===== config.mk =====
export PLATFORM = sky130hd
export DESIGN_NAME = alu_issue_stage
export DESIGN_NICKNAME = d
export VERILOG_FILES = /design/src/rtl/alu_pkg.sv /design/src/rtl/alu_op_decode.sv /design/src/rtl/alu_issue_stage.sv
export SDC_FILE = /design/constraint.sdc
export NUM_CORES = 1
export LEC_CHECK = 0
export BUFFER_PORTS_ARGS = -buffer_cell sky130_fd_sc_hd__buf_2
export CAP_MARGIN = 20
export CORE_ASPECT_RATIO = 1.25
export CORE_MARGIN = 5
export CORE_UTILIZATION = 53
export CTS_BUF_LIST = sky130_fd_sc_hd__clkbuf_8 sky130_fd_sc_hd__clkbuf_16
export CTS_CLUSTER_SIZE = 30
export DETAILED_ROUTE_END_ITERATION = 7
export PLACE_DENSITY = 0.77
export SYNTH_ARGS = -nofsm -noshare
export SYNTH_HDL_FRONTEND = slang
export SYNTH_SLANG_ARGS = --single-unit

===== constraint.sdc =====
create_clock -name clk -period 3.1 [get_ports clk]
set_clock_uncertainty 0.15 [all_clocks]
set_input_delay 0.62 -clock clk [delete_from_list [all_inputs] [get_ports clk]]
set_output_delay 0.62 -clock clk [all_outputs]
set_load 0.02 [all_outputs]

===== src/rtl/alu_pkg.sv =====
// rtl/alu_pkg.sv - shared aluOP, opcode and funct constants plus the issue-entry type
package alu_pkg;

    localparam int ISSUE_XLEN = 32;

    localparam logic [3:0] ALU_ADD   = 4'b0000;
    localparam logic [3:0] ALU_SUB   = 4'b0001;
    localparam logic [3:0] ALU_SLL   = 4'b0010;
    localparam logic [3:0] ALU_SLT   = 4'b0100;
    localparam logic [3:0] ALU_SLTU  = 4'b0110;
    localparam logic [3:0] ALU_XOR   = 4'b1000;
    localparam logic [3:0] ALU_OR    = 4'b1100;
    localparam logic [3:0] ALU_AND   = 4'b1110;
    localparam logic [3:0] ALU_SRL   = 4'b1010;
    localparam logic [3:0] ALU_SRA   = 4'b1011;
    localparam logic [3:0] ALU_PASSB = 4'b1001;

    localparam logic [6:0] OPC_OP    = 7'b0110011;
    localparam logic [6:0] OPC_OPIMM = 7'b0010011;
    localparam logic [6:0] OPC_LUI   = 7'b0110111;
    localparam logic [6:0] OPC_AUIPC = 7'b0010111;

    localparam logic [2:0] F3_ADD_SUB = 3'b000;
    localparam logic [2:0] F3_SLL     = 3'b001;
    localparam logic [2:0] F3_SLT     = 3'b010;
    localparam logic [2:0] F3_SLTU    = 3'b011;
    localparam logic [2:0] F3_XOR     = 3'b100;
    localparam logic [2:0] F3_SRL_SRA = 3'b101;
    localparam logic [2:0] F3_OR      = 3'b110;
    localparam logic [2:0] F3_AND     = 3'b111;

    localparam logic [6:0] F7_BASE = 7'b0000000;
    localparam logic [6:0] F7_ALT  = 7'b0100000;

    typedef struct packed {
        logic [ISSUE_XLEN-1:0] a;
        logic [ISSUE_XLEN-1:0] b;
        logic [3:0]            aluop;
        logic [4:0]            rd;
        logic                  wen;
        logic                  illegal;
    } issue_entry_t;

    // Operation selected by funct3 when funct7 (or the shift-immediate high bits) is all zero.
    function automatic logic [3:0] base_aluop(input logic [2:0] funct3);
        logic [3:0] op;
        case (funct3)
            F3_ADD_SUB: op = ALU_ADD;
            F3_SLL:     op = ALU_SLL;
            F3_SLT:     op = ALU_SLT;
            F3_SLTU:    op = ALU_SLTU;
            F3_XOR:     op = ALU_XOR;
            F3_SRL_SRA: op = ALU_SRL;
            F3_OR:      op = ALU_OR;
            default:    op = ALU_AND;
        endcase
        return op;
    endfunction

endpackage


===== src/rtl/alu_op_decode.sv =====
// rtl/alu_op_decode.sv - combinational RV32I instruction to ALU issue-entry decoder
module alu_op_decode
    import alu_pkg::*;
(
    input  logic [31:0]           inst,
    input  logic [ISSUE_XLEN-1:0] pc,
    input  logic [ISSUE_XLEN-1:0] rs1,
    input  logic [ISSUE_XLEN-1:0] rs2,
    output issue_entry_t          entry
);

    logic [6:0]            opcode;
    logic [2:0]            funct3;
    logic [6:0]            funct7;
    logic [4:0]            rd;
    logic [ISSUE_XLEN-1:0] imm_i;
    logic [ISSUE_XLEN-1:0] imm_u;
    logic [ISSUE_XLEN-1:0] shamt;
    logic                  legal;
    logic                  unused_reg_fields;

    assign opcode = inst[6:0];
    assign rd     = inst[11:7];
    assign funct3 = inst[14:12];
    assign funct7 = inst[31:25];
    assign imm_i  = {{20{inst[31]}}, inst[31:20]};
    assign imm_u  = {inst[31:12], 12'b0};
    assign shamt  = {27'b0, inst[24:20]};

    // Register indices are resolved upstream; only their values reach this stage.
    assign unused_reg_fields = ^inst[19:15];

    always_comb begin
        entry       = '0;
        entry.rd    = rd;
        legal       = 1'b0;

        case (opcode)
            OPC_OP: begin
                entry.a = rs1;
                entry.b = rs2;
                if (funct7 == F7_BASE) begin
                    legal       = 1'b1;
                    entry.aluop = base_aluop(funct3);
                end else if (funct7 == F7_ALT) begin
                    if (funct3 == F3_ADD_SUB) begin
                        legal       = 1'b1;
                        entry.aluop = ALU_SUB;
                    end else if (funct3 == F3_SRL_SRA) begin
                        legal       = 1'b1;
                        entry.aluop = ALU_SRA;
                    end
                end
            end
            OPC_OPIMM: begin
                entry.a = rs1;
                case (funct3)
                    F3_SLL: begin
                        entry.b = shamt;
                        if (funct7 == F7_BASE) begin
                            legal       = 1'b1;
                            entry.aluop = ALU_SLL;
                        end
                    end
                    F3_SRL_SRA: begin
                        entry.b = shamt;
                        if (funct7 == F7_BASE) begin
                            legal       = 1'b1;
                            entry.aluop = ALU_SRL;
                        end else if (funct7 == F7_ALT) begin
                            legal       = 1'b1;
                            entry.aluop = ALU_SRA;
                        end
                    end
                    default: begin
                        entry.b     = imm_i;
                        legal       = 1'b1;
                        entry.aluop = base_aluop(funct3);
                    end
                endcase
            end
            OPC_LUI: begin
                entry.a     = '0;
                entry.b     = imm_u;
                entry.aluop = ALU_PASSB;
                legal       = 1'b1;
            end
            OPC_AUIPC: begin
                entry.a     = pc;
                entry.b     = imm_u;
                entry.aluop = ALU_ADD;
                legal       = 1'b1;
            end
            default: ;
        endcase

        // Illegal encodings issue as a harmless ADD 0+0 with no writeback.
        if (legal) begin
            entry.wen     = (rd != 5'd0);
            entry.illegal = 1'b0;
        end else begin
            entry.a       = '0;
            entry.b       = '0;
            entry.aluop   = ALU_ADD;
            entry.wen     = 1'b0;
            entry.illegal = 1'b1;
        end
    end

endmodule


===== src/rtl/alu_issue_stage.sv =====
// rtl/alu_issue_stage.sv - ALU issue stage: decode plus two-entry skid buffer toward the EXU
module alu_issue_stage
    import alu_pkg::*;
#(
    parameter int XLEN = ISSUE_XLEN
) (
    input  logic            clk,
    input  logic            rst,
    input  logic            flush,
    input  logic            in_valid,
    output logic            in_ready,
    input  logic [31:0]     in_inst,
    input  logic [XLEN-1:0] in_pc,
    input  logic [XLEN-1:0] in_rs1,
    input  logic [XLEN-1:0] in_rs2,
    output logic            out_valid,
    input  logic            out_ready,
    output logic [XLEN-1:0] out_a,
    output logic [XLEN-1:0] out_b,
    output logic [3:0]      out_aluop,
    output logic [4:0]      out_rd,
    output logic            out_wen,
    output logic            out_illegal
);

    issue_entry_t dec_entry;
    issue_entry_t main_q;
    issue_entry_t skid_q;
    logic         main_valid;
    logic         skid_valid;
    logic         accept;
    logic         drain;

    alu_op_decode u_decode (
        .inst  (in_inst),
        .pc    (in_pc),
        .rs1   (in_rs1),
        .rs2   (in_rs2),
        .entry (dec_entry)
    );

    // in_ready comes straight from the skid flop, so there is no path from out_ready.
    assign in_ready = !skid_valid;
    assign accept   = in_valid && in_ready;
    assign drain    = main_valid && out_ready;

    always_ff @(posedge clk) begin
        if (rst) begin
            main_valid <= 1'b0;
            skid_valid <= 1'b0;
            main_q     <= '0;
            skid_q     <= '0;
        end else if (flush) begin
            main_valid <= 1'b0;
            skid_valid <= 1'b0;
        end else if (!main_valid || drain) begin
            // Skid is never full while main is empty, and accept is blocked while skid is full,
            // so the skid entry always has priority and cannot collide with a new entry.
            if (skid_valid) begin
                main_q     <= skid_q;
                main_valid <= 1'b1;
                skid_valid <= 1'b0;
            end else if (accept) begin
                main_q     <= dec_entry;
                main_valid <= 1'b1;
            end else begin
                main_valid <= 1'b0;
            end
        end else if (accept) begin
            skid_q     <= dec_entry;
            skid_valid <= 1'b1;
        end
    end

    assign out_valid   = main_valid;
    assign out_a       = main_q.a;
    assign out_b       = main_q.b;
    assign out_aluop   = main_q.aluop;
    assign out_rd      = main_q.rd;
    assign out_wen     = main_q.wen;
    assign out_illegal = main_q.illegal;

endmodule


==> metrics.txt <==
status=completed; Data arrival, critical path=2.56 ns; routed len/inst=18.9 um; die width=117 um; RSZ-0062 raised after global routing=false; post-CTS resize count=0; Sum Neg Setup Slack=0 ns; Worst R2R Path Depth=5; fin crit share=77.0%; vias in the first global route=7,365; prevailing post-synth register cell=dfxtp_1; synthesized cell area=0.00755 mm^2; Non-Filler Instances=1,286; Post-Place Cell Area=0.00875 mm^2; Worst-path clk slew=0.06 ns; post-route ant nets=0; clock buffer count from CTS=17; hold_buf cts=0; CP Capture Point=skid_q[26]; startpoint types=input pin; H-Tree Depth=4; CTS tree=yes; number of vias per cell=6.22; largest net degree at the start of global routing=61; postcts setup bufs=0; Peak VDD IR=0.000317 V; Final min period=2.39 ns; worst-margin pin slew=0.817 ns; Yosys warning total=0; sw frac=26.7%; WS Path Type=in2reg; top sig layer=met4; all-layer global routing usage=28.0%; IO buf count=209; Achievable Freq=0.419 GHz; dpl cells=1,254; IO Pins=210; P_leak=3.86 nW; Rows=48; Hold Path Class=reg2reg; Comb pwr share=12.5%; CTS max path bufs=2; Int Pwr=0.00329 W; Flop pwr share=44.9%; metal1 wirelength=9800 um; cells after synthesis=936; GRT overflow=0; Slew Limit Fails=0; slew margin rel.=45.5%; Hold Fails Final Rpt=0; Final setup viols=0; Power Total=0.00448 W; EDFF count, synth=0; die height=143 um; asr flop ratio synth=0%; die area=0.0167 mm^2; worst skew pair latency=0.42 ns; synthesis-stage register bit count=152; slowest stage cell, crit path=nor4_4; crit path cell chain=buf_2 > nor4_4 > a31oi_1 > nor3_4 > a21oi_2 > o32ai_1; WL met3=2320 um; fin area=0.00929 mm^2; slowest cell delay on critical path=0.44 ns; DP Wirelength=16,200 um; post-synthesis sequential area ratio=40.3%; global-route wire length before repair=37,600 um; area growth from synthesis to layout=23.0%; syn_nets=1,069; mean post-synth cell area=8.07 um^2; core area=0.0139 mm^2; met2 wire len=11,500 um; reg-to-reg critical path startpoint=out_valid; r2r endpoint=skid_q[26]; initial DRC count=797; Crit path required time=3.27 ns; post-layout util=67.0%; CP startpoint=in_inst[26]; Clk network pwr share=42.6%; Synth cell types=50; final WL=24,300 um; Ant. Diodes=0; first-pass detailed-route iteration total=5; CTS sink count=152; Vias=8,000; final net count=1,231; Psw=0.00120 W; Placer Congestion=0.942; Power Density=483 mW/mm^2; initial core utilization=54.4%; residual DRC count=0; root buffer cell=clkbuf_16; crit end category=register; antenna violations before repair=0; layout cells sized above 1=25.7%; CP max FO=16; maxcap violations=0; r2r setup slk=0.78 ns
## through the flow
stage          setup WS, ns  hold slack [ns]
6_report              0.712            0.303
3_5_place_dp          0.311            0.295
3_3_place_gp          0.390            0.287
4_1_cts               0.748            0.303
5_1_grt               0.573            0.303
2_1_floorplan         0.698            0.278
## worst min path at each step
stage,from,end,slack [ns],cells past startpoint
global route,in_inst[8],skid_q[3],0.30,3
floorplan,skid_q[23],skid_q[23],0.28,2
CTS,skid_q[19],skid_q[19],0.30,2
detailed placement,skid_q[24],skid_q[24],0.30,2
global placement,skid_q[24],skid_q[24],0.29,2
finish,skid_q[19],skid_q[19],0.30,2
## kinds of logic after synthesis
group,after synthesis,share of synthesized area (%)
compound gates,292,27.9
xor+xnor,1,0.116
buf+inv,105,5.48
flops,152,40.3
mux,10,1.33
simple gates,376,24.9
## worst max-delay path, delay by kind of cell
| family | cells | cell delay, ns |
|---|---|---|
| and+or+nand+nor | 2 | 0.85 |
| AOI/OAI and AO/OA | 3 | 0.96 |
| buffers and inverters | 1 | 0.13 |
## layout by cell type, fill, tap and decap left out, types with 4 or more instances in the layout
cell / n
o211ai_1: 29
buf_2: 208
nor3_1: 36
and3b_1: 26
a211oi_1: 12
nor2_1: 113
and3_1: 22
a31oi_1: 5
clkbuf_16: 17
a32o_1: 35
a21oi_1: 74
a22oi_1: 7
o221ai_1: 16
dfxtp_1: 151
nor2b_1: 29
mux2i_1: 10
a22o_1: 7
nand3_1: 33
o21ai_0: 23
nand2b_1: 6
inv_1: 6
o22ai_1: 20
o32ai_1: 19
nand2_1: 89
buf_4: 33
a221oi_1: 28
clkinvlp_4: 4
a21o_1: 6
clkinv_2: 5
## Yosys cell counts, types with 16 or more instances
| master | n | area share (%) |
|---|---|---|
| a221oi_1 | 28 | 3.2 |
| a21oi_1 | 74 | 4.9 |
| a32o_1 | 35 | 4.6 |
| and3b_1 | 26 | 3.0 |
| o211ai_1 | 29 | 2.9 |
| o221ai_1 | 16 | 1.9 |
| nor2_1 | 114 | 5.7 |
| and3_1 | 22 | 1.8 |
| o32ai_1 | 19 | 2.2 |
| nand2_1 | 89 | 4.4 |
| clkbuf_1 | 82 | 4.1 |
| dfxtp_1 | 152 | 40 |
| o22ai_1 | 21 | 1.7 |
| nor3_1 | 37 | 2.5 |
| nor2b_1 | 29 | 2.4 |
| o21ai_0 | 23 | 1.5 |
| nand3_1 | 33 | 2.2 |
## layer usage
metal  up-vias  global-route usage, %
met1      3724                   36.7
met5         -                      0
met2       412                   45.5
met4         0                   8.57
li1       3813                      -
met3        51                   6.74
## cell type report
type	count	area, um^2
Fill cell	1216	4580
Multi-Input combinational cell	679	4120
Sequential cell	152	3040
Timing Repair Buffer	244	1350
Clock buffer	17	425
Tap cell	175	219
Clock inverter	15	114
Inverter	4	15.0
## state kept, by name (all words and copies together), names as in the netlist
register / count
skid_valid: 1
out_b: 32
out_illegal: 1
out_aluop: 4
skid_q: 75
out_valid: 1
out_rd: 5
out_wen: 1
out_a: 32
## power groups by stage
stage	Clock [W]	Combinational [W]	Sequential, W
after floorplan	0	0.000272	0.00211
after global placement	0	0.000548	0.00206
after detailed placement	0	0.000554	0.00206
after CTS	0.00191	0.000557	0.00201
after global routing	0.00203	0.000606	0.00202
final	0.00191	0.000560	0.00201
No activity file was read; power rests on OpenSTA's default activity.
